File: src/rtl/uart_tx_arbiter_if.sv
// Handshake bundle between the two byte sources, the UART transmitter and the arbiter.
// The arbiter connects through the slave modport; the environment uses master.
interface uart_tx_arbiter_if #(
    parameter int DATA_W = 8
);
    logic              req0_valid;
    logic [DATA_W-1:0] req0_data;
    logic              req0_ready;
    logic              req1_valid;
    logic [DATA_W-1:0] req1_data;
    logic              req1_ready;
    logic              tx_start;
    logic [DATA_W-1:0] tx_data;
    logic              tx_parity;
    logic              tx_done;
    logic [1:0]        grant;
    logic              timeout_err;

    modport master (
        output req0_valid, req0_data, req1_valid, req1_data, tx_done,
        input  req0_ready, req1_ready, tx_start, tx_data, tx_parity, grant, timeout_err
    );

    modport slave (
        input  req0_valid, req0_data, req1_valid, req1_data, tx_done,
        output req0_ready, req1_ready, tx_start, tx_data, tx_parity, grant, timeout_err
    );
endinterface

File: src/rtl/uart_tx_arbiter.sv
// Round-robin arbiter sharing one UART transmitter between the switch byte and the Rx echo,
// with a one-entry holding buffer per source, a completion timeout and parity generation.
module uart_tx_arbiter #(
    parameter int DATA_W         = 8,
    parameter int TIMEOUT_CYCLES = 2048,
    parameter bit PARITY_ODD     = 1'b0
) (
    input  logic            clk,
    input  logic            rst,
    uart_tx_arbiter_if.slave bus
);
    localparam int CNT_W = (TIMEOUT_CYCLES > 1) ? $clog2(TIMEOUT_CYCLES) : 1;
    localparam logic [CNT_W-1:0] CNT_LAST = CNT_W'(TIMEOUT_CYCLES - 1);

    typedef enum logic [1:0] {
        IDLE      = 2'd0,
        LAUNCH    = 2'd1,
        WAIT_DONE = 2'd2
    } state_t;

    state_t            state;
    state_t            state_next;
    logic              buf0_full;
    logic              buf1_full;
    logic [DATA_W-1:0] buf0_data;
    logic [DATA_W-1:0] buf1_data;
    logic              last_grant;
    logic [CNT_W-1:0]  count;
    logic [DATA_W-1:0] tx_data_q;
    logic              tx_parity_q;
    logic [1:0]        grant_q;
    logic              timeout_q;
    logic              accept0;
    logic              accept1;
    logic              pick1;
    logic              launch;
    logic              finish;
    logic              expire;
    logic [DATA_W-1:0] sel_data;

    assign bus.req0_ready  = ~buf0_full & ~rst;
    assign bus.req1_ready  = ~buf1_full & ~rst;
    assign bus.tx_start    = (state == LAUNCH);
    assign bus.tx_data     = tx_data_q;
    assign bus.tx_parity   = tx_parity_q;
    assign bus.grant       = grant_q;
    assign bus.timeout_err = timeout_q;

    assign accept0  = bus.req0_valid & bus.req0_ready;
    assign accept1  = bus.req1_valid & bus.req1_ready;
    // On a tie the source that did not own the last grant wins; last_grant=1 means source 1.
    assign pick1    = buf1_full & (~buf0_full | ~last_grant);
    assign sel_data = pick1 ? buf1_data : buf0_data;

    always_ff @(posedge clk) begin
        if (rst) begin
            state <= IDLE;
        end else begin
            state <= state_next;
        end
    end

    always_comb begin
        state_next = state;
        launch     = 1'b0;
        finish     = 1'b0;
        expire     = 1'b0;
        case (state)
            IDLE: begin
                if (buf0_full | buf1_full) begin
                    launch     = 1'b1;
                    state_next = LAUNCH;
                end
            end
            LAUNCH: begin
                state_next = WAIT_DONE;
            end
            WAIT_DONE: begin
                // Completion takes priority over a timeout landing in the same cycle.
                if (bus.tx_done) begin
                    finish     = 1'b1;
                    state_next = IDLE;
                end else if (count == CNT_LAST) begin
                    expire     = 1'b1;
                    state_next = IDLE;
                end
            end
            default: begin
                state_next = IDLE;
            end
        endcase
    end

    always_ff @(posedge clk) begin
        if (rst) begin
            buf0_full   <= 1'b0;
            buf1_full   <= 1'b0;
            buf0_data   <= '0;
            buf1_data   <= '0;
            last_grant  <= 1'b1;
            count       <= '0;
            tx_data_q   <= '0;
            tx_parity_q <= 1'b0;
            grant_q     <= 2'b00;
            timeout_q   <= 1'b0;
        end else begin
            if (accept0) begin
                buf0_full <= 1'b1;
                buf0_data <= bus.req0_data;
            end else if (launch && !pick1) begin
                buf0_full <= 1'b0;
            end

            if (accept1) begin
                buf1_full <= 1'b1;
                buf1_data <= bus.req1_data;
            end else if (launch && pick1) begin
                buf1_full <= 1'b0;
            end

            if (launch) begin
                tx_data_q   <= sel_data;
                tx_parity_q <= (^sel_data) ^ PARITY_ODD;
                grant_q     <= pick1 ? 2'b10 : 2'b01;
                last_grant  <= pick1;
            end else if (finish || expire) begin
                grant_q <= 2'b00;
            end

            if (expire) begin
                timeout_q <= 1'b1;
            end

            // Saturating wait counter, restarted on every launch.
            if (state == LAUNCH) begin
                count <= '0;
            end else if (state == WAIT_DONE && count != CNT_LAST) begin
                count <= count + CNT_W'(1);
            end
        end
    end
endmodule

File: src/flat_wrapper.sv
// flat-port wrapper written by rule: the top's interface ports become plain ports
module uart_tx_arbiter_flat 
#(
    parameter int DATA_W         = 8,
    parameter int TIMEOUT_CYCLES = 2048,
    parameter bit PARITY_ODD     = 1'b0
)
  (clk, rst, bus_req0_valid, bus_req0_data, bus_req1_valid, bus_req1_data, bus_tx_done, bus_req0_ready, bus_req1_ready, bus_tx_start, bus_tx_data, bus_tx_parity, bus_grant, bus_timeout_err);
  uart_tx_arbiter_if #(.DATA_W(DATA_W)) bus_i ();
  input  logic clk;
  input  logic rst;
  input wire logic [$bits(bus_i.req0_valid)-1:0] bus_req0_valid;
  input wire logic [$bits(bus_i.req0_data)-1:0] bus_req0_data;
  input wire logic [$bits(bus_i.req1_valid)-1:0] bus_req1_valid;
  input wire logic [$bits(bus_i.req1_data)-1:0] bus_req1_data;
  input wire logic [$bits(bus_i.tx_done)-1:0] bus_tx_done;
  output wire logic [$bits(bus_i.req0_ready)-1:0] bus_req0_ready;
  output wire logic [$bits(bus_i.req1_ready)-1:0] bus_req1_ready;
  output wire logic [$bits(bus_i.tx_start)-1:0] bus_tx_start;
  output wire logic [$bits(bus_i.tx_data)-1:0] bus_tx_data;
  output wire logic [$bits(bus_i.tx_parity)-1:0] bus_tx_parity;
  output wire logic [$bits(bus_i.grant)-1:0] bus_grant;
  output wire logic [$bits(bus_i.timeout_err)-1:0] bus_timeout_err;
  assign bus_i.req0_valid = bus_req0_valid;
  assign bus_i.req0_data = bus_req0_data;
  assign bus_i.req1_valid = bus_req1_valid;
  assign bus_i.req1_data = bus_req1_data;
  assign bus_i.tx_done = bus_tx_done;
  assign bus_req0_ready = bus_i.req0_ready;
  assign bus_req1_ready = bus_i.req1_ready;
  assign bus_tx_start = bus_i.tx_start;
  assign bus_tx_data = bus_i.tx_data;
  assign bus_tx_parity = bus_i.tx_parity;
  assign bus_grant = bus_i.grant;
  assign bus_timeout_err = bus_i.timeout_err;
  uart_tx_arbiter #(.DATA_W(DATA_W), .TIMEOUT_CYCLES(TIMEOUT_CYCLES), .PARITY_ODD(PARITY_ODD)) u_core (.clk(clk), .rst(rst), .bus(bus_i));
endmodule
File: config.mk
export PLATFORM = sky130hd
export DESIGN_NAME = uart_tx_arbiter_flat
export DESIGN_NICKNAME = d
export VERILOG_FILES = /design/src/rtl/uart_tx_arbiter_if.sv /design/src/rtl/uart_tx_arbiter.sv /design/src/flat_wrapper.sv
export SDC_FILE = /design/constraint.sdc
export NUM_CORES = 1
export LEC_CHECK = 0
export CORE_MARGIN = 1.5
export CORE_UTILIZATION = 39
export CTS_BUF_LIST = sky130_fd_sc_hd__clkbuf_8
export CTS_CLUSTER_SIZE = 14
export DETAILED_ROUTE_END_ITERATION = 10
export HOLD_SLACK_MARGIN = 0.02
export PLACE_DENSITY_LB_ADDON = 0.1
export SYNTH_ARGS = -nofsm -noshare
export SYNTH_HDL_FRONTEND = slang
export SYNTH_SLANG_ARGS = --single-unit
File: constraint.sdc
create_clock -name clk -period 4.5 [get_ports clk]
set_input_delay 0.45 -clock clk [delete_from_list [all_inputs] [get_ports clk]]
set_output_delay 0.45 -clock clk [all_outputs]
set_load 0.02 [all_outputs]
**Word-level counts from Yosys, hierarchy flattened**

Index checks and enable logic that the tools add are counted.

- Logic and storage cells: 60
- Bits in registers: 44
- Output and inout bits: 15
- Memories kept: 0
- Bits in latches: 0
- Memory bits (writable): 0
- Bits in read-only memories: 0

- Add/sub/neg operators: 1
- Order comparisons: 0
- Shift-type cells: 0
- Multiplexer cells: 19
- Divide/modulo/power cells: 0
- Equal/unequal tests: 6
- Reductions and logical operators: 12
- Bitwise operators: 11
- $mul: 0

Operators by type and width:

| kind | count |
|---|---|
| 2-bit two-way mux | 6 |
| 11-bit by 1-bit adder with 11-bit output (second input constant) | 1 |
| 11-bit equality test (second input constant) | 1 |
| 1-bit two-way mux | 11 |
| 11-bit != test (second input constant) | 1 |
| 8-bit two-way mux | 1 |
| 8-bit XOR reduction | 1 |
| 2-bit case mux with 3 select lines | 1 |
| 2-bit nonzero test | 3 |
| 1-bit bitwise AND | 5 |
| 1-bit NOT | 4 |
| 1-bit logical AND | 3 |
| 3-bit by 2-bit != test with 1-bit output (second input constant) | 1 |
| 2-bit by 1-bit equality test with 1-bit output (second input constant) | 1 |
| 2-bit equality test (second input constant) | 1 |
| 2-bit zero test | 1 |
| 2-bit by 1-bit != test with 1-bit output (second input constant) | 1 |
| 1-bit OR | 2 |
| 2-bit AND reduction | 1 |
| 2-bit OR reduction | 1 |
| 1-bit zero test | 1 |
| 1-bit logical OR | 1 |

**Longest topological paths before layout**

- Depth in word-level cells: 7
- Depth in mapped cells: 5
- Depth with buffers taken out: 5

**Worst setup path before layout**

Ideal clock, no wire load.

- Path kind: input port to output port
- From: input port rst
- To: output port bus_req0_ready
- Buffers on the path: 2
- Cell stages on the path: 3
- Path slack: 2.930 ns
- Data arrival time: 1.120 ns
- Data required time: 4.050 ns
- Cell sequence: clkbuf_1 clkbuf_1 nor2_1

- Longest elaborated chain between the ends: 2

Ends and longest elaborated chain:

| element | line | source |
|---|---|---|
| from (decl) | flat_wrapper.sv:11 | `input logic rst;` |
| 1-bit NOT | uart_tx_arbiter.sv:41 | `assign bus.req0_ready = ~buf0_full & ~rst;` |
| 1-bit bitwise AND | uart_tx_arbiter.sv:41 |  |
| to (decl) | flat_wrapper.sv:17 | `output wire logic [$bits(bus_i.req0_ready)-1:0] bus_req0_ready;` |

No other way between the ends.

**Final worst setup path**

Same ends and word-level chain as after synthesis.

==> results.json <==
{
  "wl_mm": 4.12,
  "endpoint_kind": "output pin",
  "cts.sink_count": 44,
  "wl_per_cell_um": 12.5,
  "crit_end": "bus_req0_ready",
  "cap_violations": 0,
  "grt_pass1_wl_mm": 6.78,
  "cp_top_family": "buffers and inverters",
  "path_depth": 4,
  "insertion_delay_ns": 0.30,
  "path_class": "input port to output pin",
  "p_leak_nw": 0.853,
  "numCtsBuffers": 5,
  "synth_seq_cells": 44,
  "dpl.hpwl_mm": 2.94,
  "cts_setup_buffers": 0,
  "start_kind": "input port",
  "path_max_fanout": 38,
  "cts.repair.resized": 0,
  "drive_gt1_frac": 0.0805,
  "drc_errors": 0,
  "grt_pass1_vias": 1427,
  "finalHoldViolCount": 0,
  "grtUsageTotal": 0.160,
  "drtAntennaViolNets": 0,
  "async_flop_share": 0,
  "slew_headroom": 0.362,
  "worstPathRequired_ns": 4.05,
  "firstDrtPassIters": 4,
  "setup_violations": 0,
  "path_buf_inv": 3,
  "grt_max_degree": 39,
  "whs_ns": 0.480,
  "crit_top_cell": "clkdlybuf4s50_1",
  "netlist_area_mm2": 0.00201,
  "vias_per_cell": 4.90,
  "dieArea_mm2": 0.00560,
  "synth_seq_area_share": 0.438,
  "hold_class": "flip-flop to flip-flop",
  "clockBufferDepth": 2,
  "io_pins": 36,
  "final_cell_mix": "44 x dfxtp_1, 38 x nand2_1, 35 x clkdlybuf4s50_1",
  "die_w_um": 74.8,
  "synth_cells": 229,
  "reg2regPathDepth": 3,
  "rows": 25,
  "place_congestion": 0.774,
  "multiInputGateArea_mm2": 0.00107,
  "slowest_delay_ns": 0.55,
  "period_minus_slack_ns": 2.32,
  "fin_cells": 328,
  "hold_depth": 2,
  "r2r_setup_slack_ns": 2.76,
  "fin_tns_setup_ns": 0,
  "powerDensity_mw_per_mm2": 374,
  "fill_cells": 494,
  "cts_tree": "yes",
  "critPathLaunch": "rst",
  "regArea_um2": 881,
  "crit_chain": "clkdlybuf4s50_1 -> buf_4 -> nor2_1 -> clkdlybuf4s50_1",
  "dp.cells": 320,
  "yosys_warnings": 0,
  "synth_flop_cell": "dfxtp_1",
  "cp.arrival_ns": 1.87,
  "mappedNetlistNets": 251,
  "root_buffer": "clkbuf_8",
  "htree_levels": 2,
  "max-vdd-ir-drop_mv": 0.144,
  "path_clk_slew_ns": 0.08,
  "io_buffers": 35,
  "final_nets": 282,
  "cts_hold_buf": 0,
  "layout_commonest_cell": "dfxtp_1",
  "slew_violations": 0,
  "fin_crit_sh": 0.516,
  "overflow": 0,
  "syn2layout_area_growth_pct": 24.9,
  "initial_core_util": 0.415,
  "rr_startpoint": "u_core.buf1_full",
  "fp.dieH_um": 74.8,
  "rsz0062_at_grt": "no",
  "fmax_mhz": 431,
  "worstMarginPinSlew_ns": 0.952,
  "antenna_found_initial": 0,
  "synth_enable_flop_cells": 0,
  "ys_types": 45,
  "drt_iter0_drc": 69,
  "finClkSkew_ns": 0.00452,
  "worst_path_max_delay_cell": "clkdlybuf4s50_1",
  "antenna_cells": 0,
  "status": "finished, final reports clean",
  "vias": 1606,
  "avgSynthCellArea_um2": 8.79,
  "core_area_mm2": 0.00485,
  "r2r_end": "u_core.bus.tx_data[5]"
}
Yosys cell counts, drive strengths merged, types with 2 or more instances:
library cell	count	area, µm²
and2b	2	15.0
or3	8	60.1
dfxtp	44	881
o21ai	8	40.0
nor2	14	55.1
or2	2	12.5
a211oi	9	67.6
nand3	2	10.0
nand3b	3	22.5
nand2b	3	18.8
clkbuf	10	38.8
o31ai	2	15.0
or4	2	15.0
nand2	38	143
buf	2	12.5
a21oi	26	130
and4	2	17.5
nor2b	3	18.8
inv	4	15.0
nor3	5	35.0
xnor2	14	123
mux2i	8	80.1
state kept, by name, summed over array words and instances (netlist names):
signal and flops:
u_core.buf1_data 8, u_core.bus.timeout_err 1, u_core.bus.grant 2, u_core.buf1_full 1, u_core.last_grant 1, u_core.state 2, u_core.buf0_data 8, u_core.bus.tx_data 8
u_core.buf0_full 1, u_core.count 11, u_core.bus.tx_parity 1
cells by family (layout without fill, tap and decap cells):
| group | count (synthesis) | count (layout) | share of synthesized area |
|---|---|---|---|
| compound gates | 56 | 56 | 0.185 |
| xor+xnor | 14 | 14 | 0.0609 |
| fa+ha+maj | 1 | 1 | 0.00621 |
| buf+inv | 16 | 48 | 0.0329 |
| flops | 44 | 44 | 0.438 |
| mux | 8 | 8 | 0.0398 |
| simple gates | 90 | 90 | 0.238 |
final cells by class:
cell class | instances | area share
Inverter | 4 | 0.00597
Sequential cell | 44 | 0.350
Clock inverter | 3 | 0.0169
Tap cell | 67 | 0.0333
Timing Repair Buffer | 36 | 0.142
Multi-Input combinational cell | 169 | 0.424
Clock buffer | 5 | 0.0274
worst min path at each step:
stage / slack, ns / end / startpoint
2_1_floorplan: 0.44 / u_core.count[10] / u_core.count[10]
3_3_place_gp: 0.44 / u_core.bus.grant[0] / u_core.bus.grant[0]
3_5_place_dp: 0.47 / u_core.bus.grant[0] / u_core.bus.grant[0]
4_1_cts: 0.48 / u_core.bus.timeout_err / u_core.bus.timeout_err
5_1_grt: 0.52 / u_core.buf0_data[6] / u_core.buf0_data[6]
6_report: 0.48 / u_core.bus.timeout_err / u_core.bus.timeout_err
report_power, final:
part | internal, mW | switching, mW
clock network | 0.164 | 0.139
registers | 0.419 | 0.0246
logic | 0.0973 | 0.0957
total | 0.680 | 0.259
metal layers:
layer | part of all wire | global-route usage | vias up
met1 | 0.54 | 0.235 | 704
met5 | 0 | 0 | -
met2 | 0.40 | 0.220 | 32
met4 | 0.011 | 0.0606 | 0
met3 | 0.048 | 0.0455 | 4
li1 | - | - | 866
stage by stage:
step | utilization | area (µm²) | total power, mW | setup slack (ns)
2_1_floorplan | - | 2010 | 0.576 | 2.93
3_3_place_gp | 0.496 | 2400 | 0.648 | 2.17
3_5_place_dp | 0.496 | 2400 | 0.648 | 2.18
4_1_cts | 0.519 | 2510 | 0.951 | 2.17
5_1_grt | 0.519 | 2510 | 0.985 | 2.10
6_report | 0.519 | 2510 | 0.939 | 2.18
worst reg2reg max path, cell delays in order (launching register included):
cell,delay [ns]
dfxtp_1,0.46
a21boi_2,0.70
mux2i_1,0.32
a211oi_1,0.10
No activity file was read; power rests on OpenSTA's default activity.
==> RTL change 1, RTL diff (same settings) <==
`DATA_W` is set to 8 in 3 places; all go to 10.
--- a/src/rtl/uart_tx_arbiter_if.sv
+++ b/src/rtl/uart_tx_arbiter_if.sv
@@ -1,7 +1,7 @@
 // Handshake bundle between the two byte sources, the UART transmitter and the arbiter.
 // The arbiter connects through the slave modport; the environment uses master.
 interface uart_tx_arbiter_if #(
-    parameter int DATA_W = 8
+    parameter int DATA_W = 10
 );
     logic              req0_valid;
     logic [DATA_W-1:0] req0_data;
--- a/src/rtl/uart_tx_arbiter.sv
+++ b/src/rtl/uart_tx_arbiter.sv
@@ -1,7 +1,7 @@
 // Round-robin arbiter sharing one UART transmitter between the switch byte and the Rx echo,
 // with a one-entry holding buffer per source, a completion timeout and parity generation.
 module uart_tx_arbiter #(
-    parameter int DATA_W         = 8,
+    parameter int DATA_W         = 10,
     parameter int TIMEOUT_CYCLES = 2048,
     parameter bit PARITY_ODD     = 1'b0
 ) (
--- a/src/flat_wrapper.sv
+++ b/src/flat_wrapper.sv
@@ -1,7 +1,7 @@
 // flat-port wrapper written by rule: the top's interface ports become plain ports
 module uart_tx_arbiter_flat 
 #(
-    parameter int DATA_W         = 8,
+    parameter int DATA_W         = 10,
     parameter int TIMEOUT_CYCLES = 2048,
     parameter bit PARITY_ODD     = 1'b0
 )
Ports: changed (resized bus_req0_data, bus_req1_data and bus_tx_data); port bits go from 36 to 42. No check against the original RTL was run, so the function may have changed too.
==> RTL change 1 against the original RTL <==
Worst setup slack lost 0.058 ns. Synthesized area rose by 13%. Global-route usage decreased by 0.30 points. Maximum frequency decreased by 2.4%. Sequential cell count grew 6. Power is 12% higher. Cell area rose by 12%. Wire length grew 7.9%. Hold slack worse by 0.0027 ns. Count of clock-buffer cells in the layout increased by 1. Largest cell class unchanged. Largest power group unchanged.
==> RTL change 1: results (changes against the original RTL) <==
- Hold WS: 0.478 ns (-0.00271 ns)
- Slew @ Worst Pin: 0.707 ns (-0.245 ns)
- Inverter count: 3 (-1)
- Hold endpoint: u_core.bus.grant[1]
- DR vias: 1,678 (+4.5%)
- Critical path fanouts, max: 13 (-66%)
- Initial antenna violation count: 0 (unchanged)
- Distinct cells, synth: 39 (-13%)
- Largest net degree at the start of global routing: 33 (-15%)
- Initial drt markers: 71 (+2.9%)
- Final GP Congestion: 0.751 (-2.9%)
- P_leak: 1.01 nW (+19%)
- Outcome: complete, no violations
- Post-Syn Nets: 276 (+10%)
- Critical Path AT: 1.93 ns (+0.06 ns)
- Worst reg-to-reg setup slack: 2.93 ns (+0.17 ns)
- Area of the multi-input gates: 0.00121 mm² (+13%)
- Final setup skew: 0.00745 ns (+0.00294 ns)
- Dpl hpwl: 3230 µm (+9.7%)
- Buffers on Ports: 41 (+17%)
- First-pass GRT wire length: 7770 µm (+15%)
- Maximum vdd drop: 184 µV (+27%)
- Worst reg2reg startpoint: u_core.count[0]
- Synth top cells by count: dfxtp_1, nor2_1, nand2_1
- Reg area: 0.00100 mm² (+14%)
- Psw: 0.302 mW (+17%)
- Register area share after synthesis: 0.440 (+0.00226)
- Hold Startpoint: u_core.bus.grant[1]
- Multi-input gates: 184 (+8.9%)
- Routed WL: 4440 µm (+7.9%)
- Final nets: 312 (+11%)
- Synth top area cells: dfxtp_1, xnor2_1, o21ai_0
- Synth warn: 0 (unchanged)
- R2R depth: 6 (+3)
- Share of cells above drive strength 1: 0.0627 (-0.0177)
- NonClk Buf Share: 0.148 (+0.00602)
- GRT Total Usage: 0.157 (-0.00297)
- ClkCell Share: 0.0324 (-0.0119)
- #FFs+latches synth: 50 (+14%)
==> RTL change 1: routing by layer <==
layer | vias up | global-route usage | part of all wire
li1 | 918 | - | -
met1 | 735 | 0.198 | 0.48
met2 | 23 | 0.268 | 0.48
met3 | 2 | 0.0343 | 0.033
met4 | 0 | 0.0474 | 0.0061
met5 | - | 0 | 0
==> RTL change 1: kinds of logic after synthesis <==
| logic type | synth area share |
|---|---|
| xor gates and xnor gates | 0.111 |
| adders and majority gates | 0.00550 |
| and+or+nand+nor | 0.234 |
| buffers and inverters | 0.0302 |
| AOI/OAI and AO/OA | 0.131 |
| muxes | 0.0484 |
| DFF | 0.440 |
==> RTL change 1: power by group through the flow <==
stage | logic, mW | clock network (mW) | registers [mW]
3_3_place_gp | 0.269 | 0 | 0.532
6_report | 0.268 | 0.260 | 0.521
2_1_floorplan | 0.158 | 0 | 0.549
3_5_place_dp | 0.273 | 0 | 0.532
5_1_grt | 0.293 | 0.290 | 0.528
4_1_cts | 0.273 | 0.271 | 0.522
==> RTL change 1: worst max-delay path by stage <==
stage / end / cells after the start
floorplan: u_core.buf1_data[0] / 6
global route: bus_req1_ready / 3
finish: bus_req0_ready / 3
CTS: bus_req0_ready / 3
detailed placement: bus_req0_ready / 3
global placement: bus_req0_ready / 3
==> RTL change 1: stage by stage <==
step           setup WS (ns)  cells  cell area, µm²
3_3_place_gp            2.15    351            2730
5_1_grt                 2.02    359            2820
2_1_floorplan           2.94    250            2280
6_report                2.12    359            2820
4_1_cts                 2.13    359            2820
3_5_place_dp            2.13    351            2730
==> RTL change 1: worst max-delay path, stage by stage <==
cell and delay, ns:
clkdlybuf4s50_1 0.64, nor2_1 0.22, clkdlybuf4s50_1 0.62
==> RTL change 2, RTL diff (same settings) <==
Made on the original files. Re-encode `state_t` (3 states) as one-hot, 3 bits wide.
--- a/src/rtl/uart_tx_arbiter.sv
+++ b/src/rtl/uart_tx_arbiter.sv
@@ -12,10 +12,10 @@
     localparam int CNT_W = (TIMEOUT_CYCLES > 1) ? $clog2(TIMEOUT_CYCLES) : 1;
     localparam logic [CNT_W-1:0] CNT_LAST = CNT_W'(TIMEOUT_CYCLES - 1);
 
-    typedef enum logic [1:0] {
-        IDLE      = 2'd0,
-        LAUNCH    = 2'd1,
-        WAIT_DONE = 2'd2
+    typedef enum logic [2:0] {
+        IDLE      = 3'b001,
+        LAUNCH    = 3'b010,
+        WAIT_DONE = 3'b100
     } state_t;
 
     state_t            state;
Formal check against the unedited RTL: no difference found for any inputs over 10 cycles, from zero or initial values and one cycle with rst high; not proved beyond that.
==> RTL change 2 against the original RTL <==
Register-to-register slack worse by 0.51 ns. First-iteration DRC count is 88% higher. Cell area is 2.1% higher. Wire length is 3.1% higher. Sequential share of layout area hardly changed. Power is 10% higher. Worst setup slack worse by 0.036 ns. Synthesized area is 3.0% higher. Critical path depth stayed put. Sequential cell count is 1 higher. Critical path type unchanged.
==> RTL change 2: results (changes against the original RTL) <==
- Hold endpoint: u_core.last_grant
- Final setup skew: 0.00485 ns (+0.000333 ns)
- Drt via density: 4.95 (+1.2%)
- Critical path fanouts, max: 39 (+2.6%)
- Final nets: 289 (+2.5%)
- Outcome: complete, no violations
- Met3 wire len: 160 µm (-20%)
- Initial drt markers: 130 (+88%)
- First-pass GRT wire length: 7200 µm (+6.2%)
- Synth top cells by count: dfxtp_1, nand2_1, a21oi_1
- Routed WL: 4240 µm (+3.1%)
- Syn avg cell area: 8.82 µm² (+0.35%)
- R2R depth: 5 (+2)
- Synth top area cells: dfxtp_1, a21oi_1, nand2_1
- Final GP Congestion: 0.855 (+10%)
- DR WL met2: 1720 µm (+4.0%)
- Non-filler instance count after layout: 338 (+3.0%)
- P_leak: 0.850 nW (-0.31%)
- Filler instances: 521 (+5.5%)
- Hold path cells: 1 (-1)
- Hold Startpoint: u_core.last_grant
- Critical Path AT: 1.91 ns (+0.04 ns)
- Cell Int Power: 0.716 mW (+5.3%)
- Dpl hpwl: 3090 µm (+5.0%)
- Share of cells above drive strength 1: 0.0746 (-0.00583)
- Vias in the first global route: 1,516 (+6.2%)
- Distinct cells, synth: 48 (+6.7%)
- GRT Total Usage: 0.153 (-0.00632)
- Worst reg-to-reg setup slack: 2.25 ns (-0.51 ns)
- # placed instances: 330 (+3.1%)
- Register area share after synthesis: 0.435 (-0.00302)
- Maximum vdd drop: 250 µV (+74%)
- Post-Syn Nets: 257 (+2.4%)
- Reg-to-Reg End: u_core.state[2]
- Worst reg2reg startpoint: u_core.count[0]
- Cell area after placement: 0.00247 mm² (+2.7%)
- Wire length on met1: 2320 µm (+4.9%)
==> RTL change 2: cell count changes in the layout (fill, tap and decap cells not counted), sizes merged, moves of 2 or more <==
cell	unedited run	this run
and2b	2	0
clkbuf	5	7
inv	4	2
nand2	38	35
nand3	2	6
nand4	1	4
nand4b	0	2
nor2	14	21
nor3b	0	4
o21ai	8	6
or3	8	5
or3b	0	2
xor2	0	2
==> RTL change 2: layout make-up <==
| class | count | area, µm² | area share |
|---|---|---|---|
| multi-input combinational | 176 | 1110 | 0.431 |
| sequential | 45 | 901 | 0.351 |
| timing repair buffer | 37 | 365 | 0.142 |
| clock buffer | 7 | 96.3 | 0.0375 |
| tap | 70 | 87.6 | 0.0341 |
| inverter | 2 | 7.51 | 0.00292 |
| clock inverter | 1 | 5.00 | 0.00195 |
==> RTL change 2: worst max-delay path by stage <==
stage | to | cells past startpoint
after floorplan | u_core.count[9] | 4
after global routing | bus_tx_start | 2
after CTS | bus_req1_ready | 4
after detailed placement | bus_req1_ready | 4
final | bus_req0_ready | 4
after global placement | bus_req1_ready | 4
==> RTL change 2: worst reg2reg max path, cell delays in order (launching register included) <==
cell and delay [ns]:
dfxtp_1 0.41, ha_1 0.29, inv_1 0.10, o41ai_2 1.00
nor2_1 0.14, o21a_1 0.21
==> RTL change 2: stage by stage <==
| step | hold slack, ns | worst slack, ns | utilization |
|---|---|---|---|
| global placement | 0.444 | 2.16 | 0.483 |
| floorplan | 0.436 | 2.82 | - |
| CTS | 0.479 | 2.14 | 0.503 |
| finish | 0.474 | 2.14 | 0.503 |
| detailed placement | 0.459 | 2.14 | 0.483 |
| global route | 0.503 | 2.05 | 0.503 |
==> RTL change 2: cells by family after synthesis <==
kind of cell	count (synthesis)	synth area share
xor gates and xnor gates	17	0.0718
AOI/OAI and AO/OA	54	0.172
adders and majority gates	1	0.00603
buffers and inverters	14	0.0320
and+or+nand+nor	96	0.245
DFF	45	0.435
muxes	8	0.0386
==> RTL change 2: power by group through the flow <==
| stage | clock, mW | sequential [mW] | combinational, mW |
|---|---|---|---|
| 2_1_floorplan | 0 | 0.509 | 0.169 |
| 3_3_place_gp | 0 | 0.486 | 0.286 |
| 3_5_place_dp | 0 | 0.487 | 0.285 |
| 4_1_cts | 0.282 | 0.478 | 0.286 |
| 5_1_grt | 0.299 | 0.485 | 0.308 |
| 6_report | 0.274 | 0.477 | 0.283 |
==> RTL change 2: layer usage <==
layer,global-route usage,up-vias
met5,0,-
met4,0.0444,0
met3,0.0373,5
met2,0.218,31
met1,0.229,743
li1,-,895
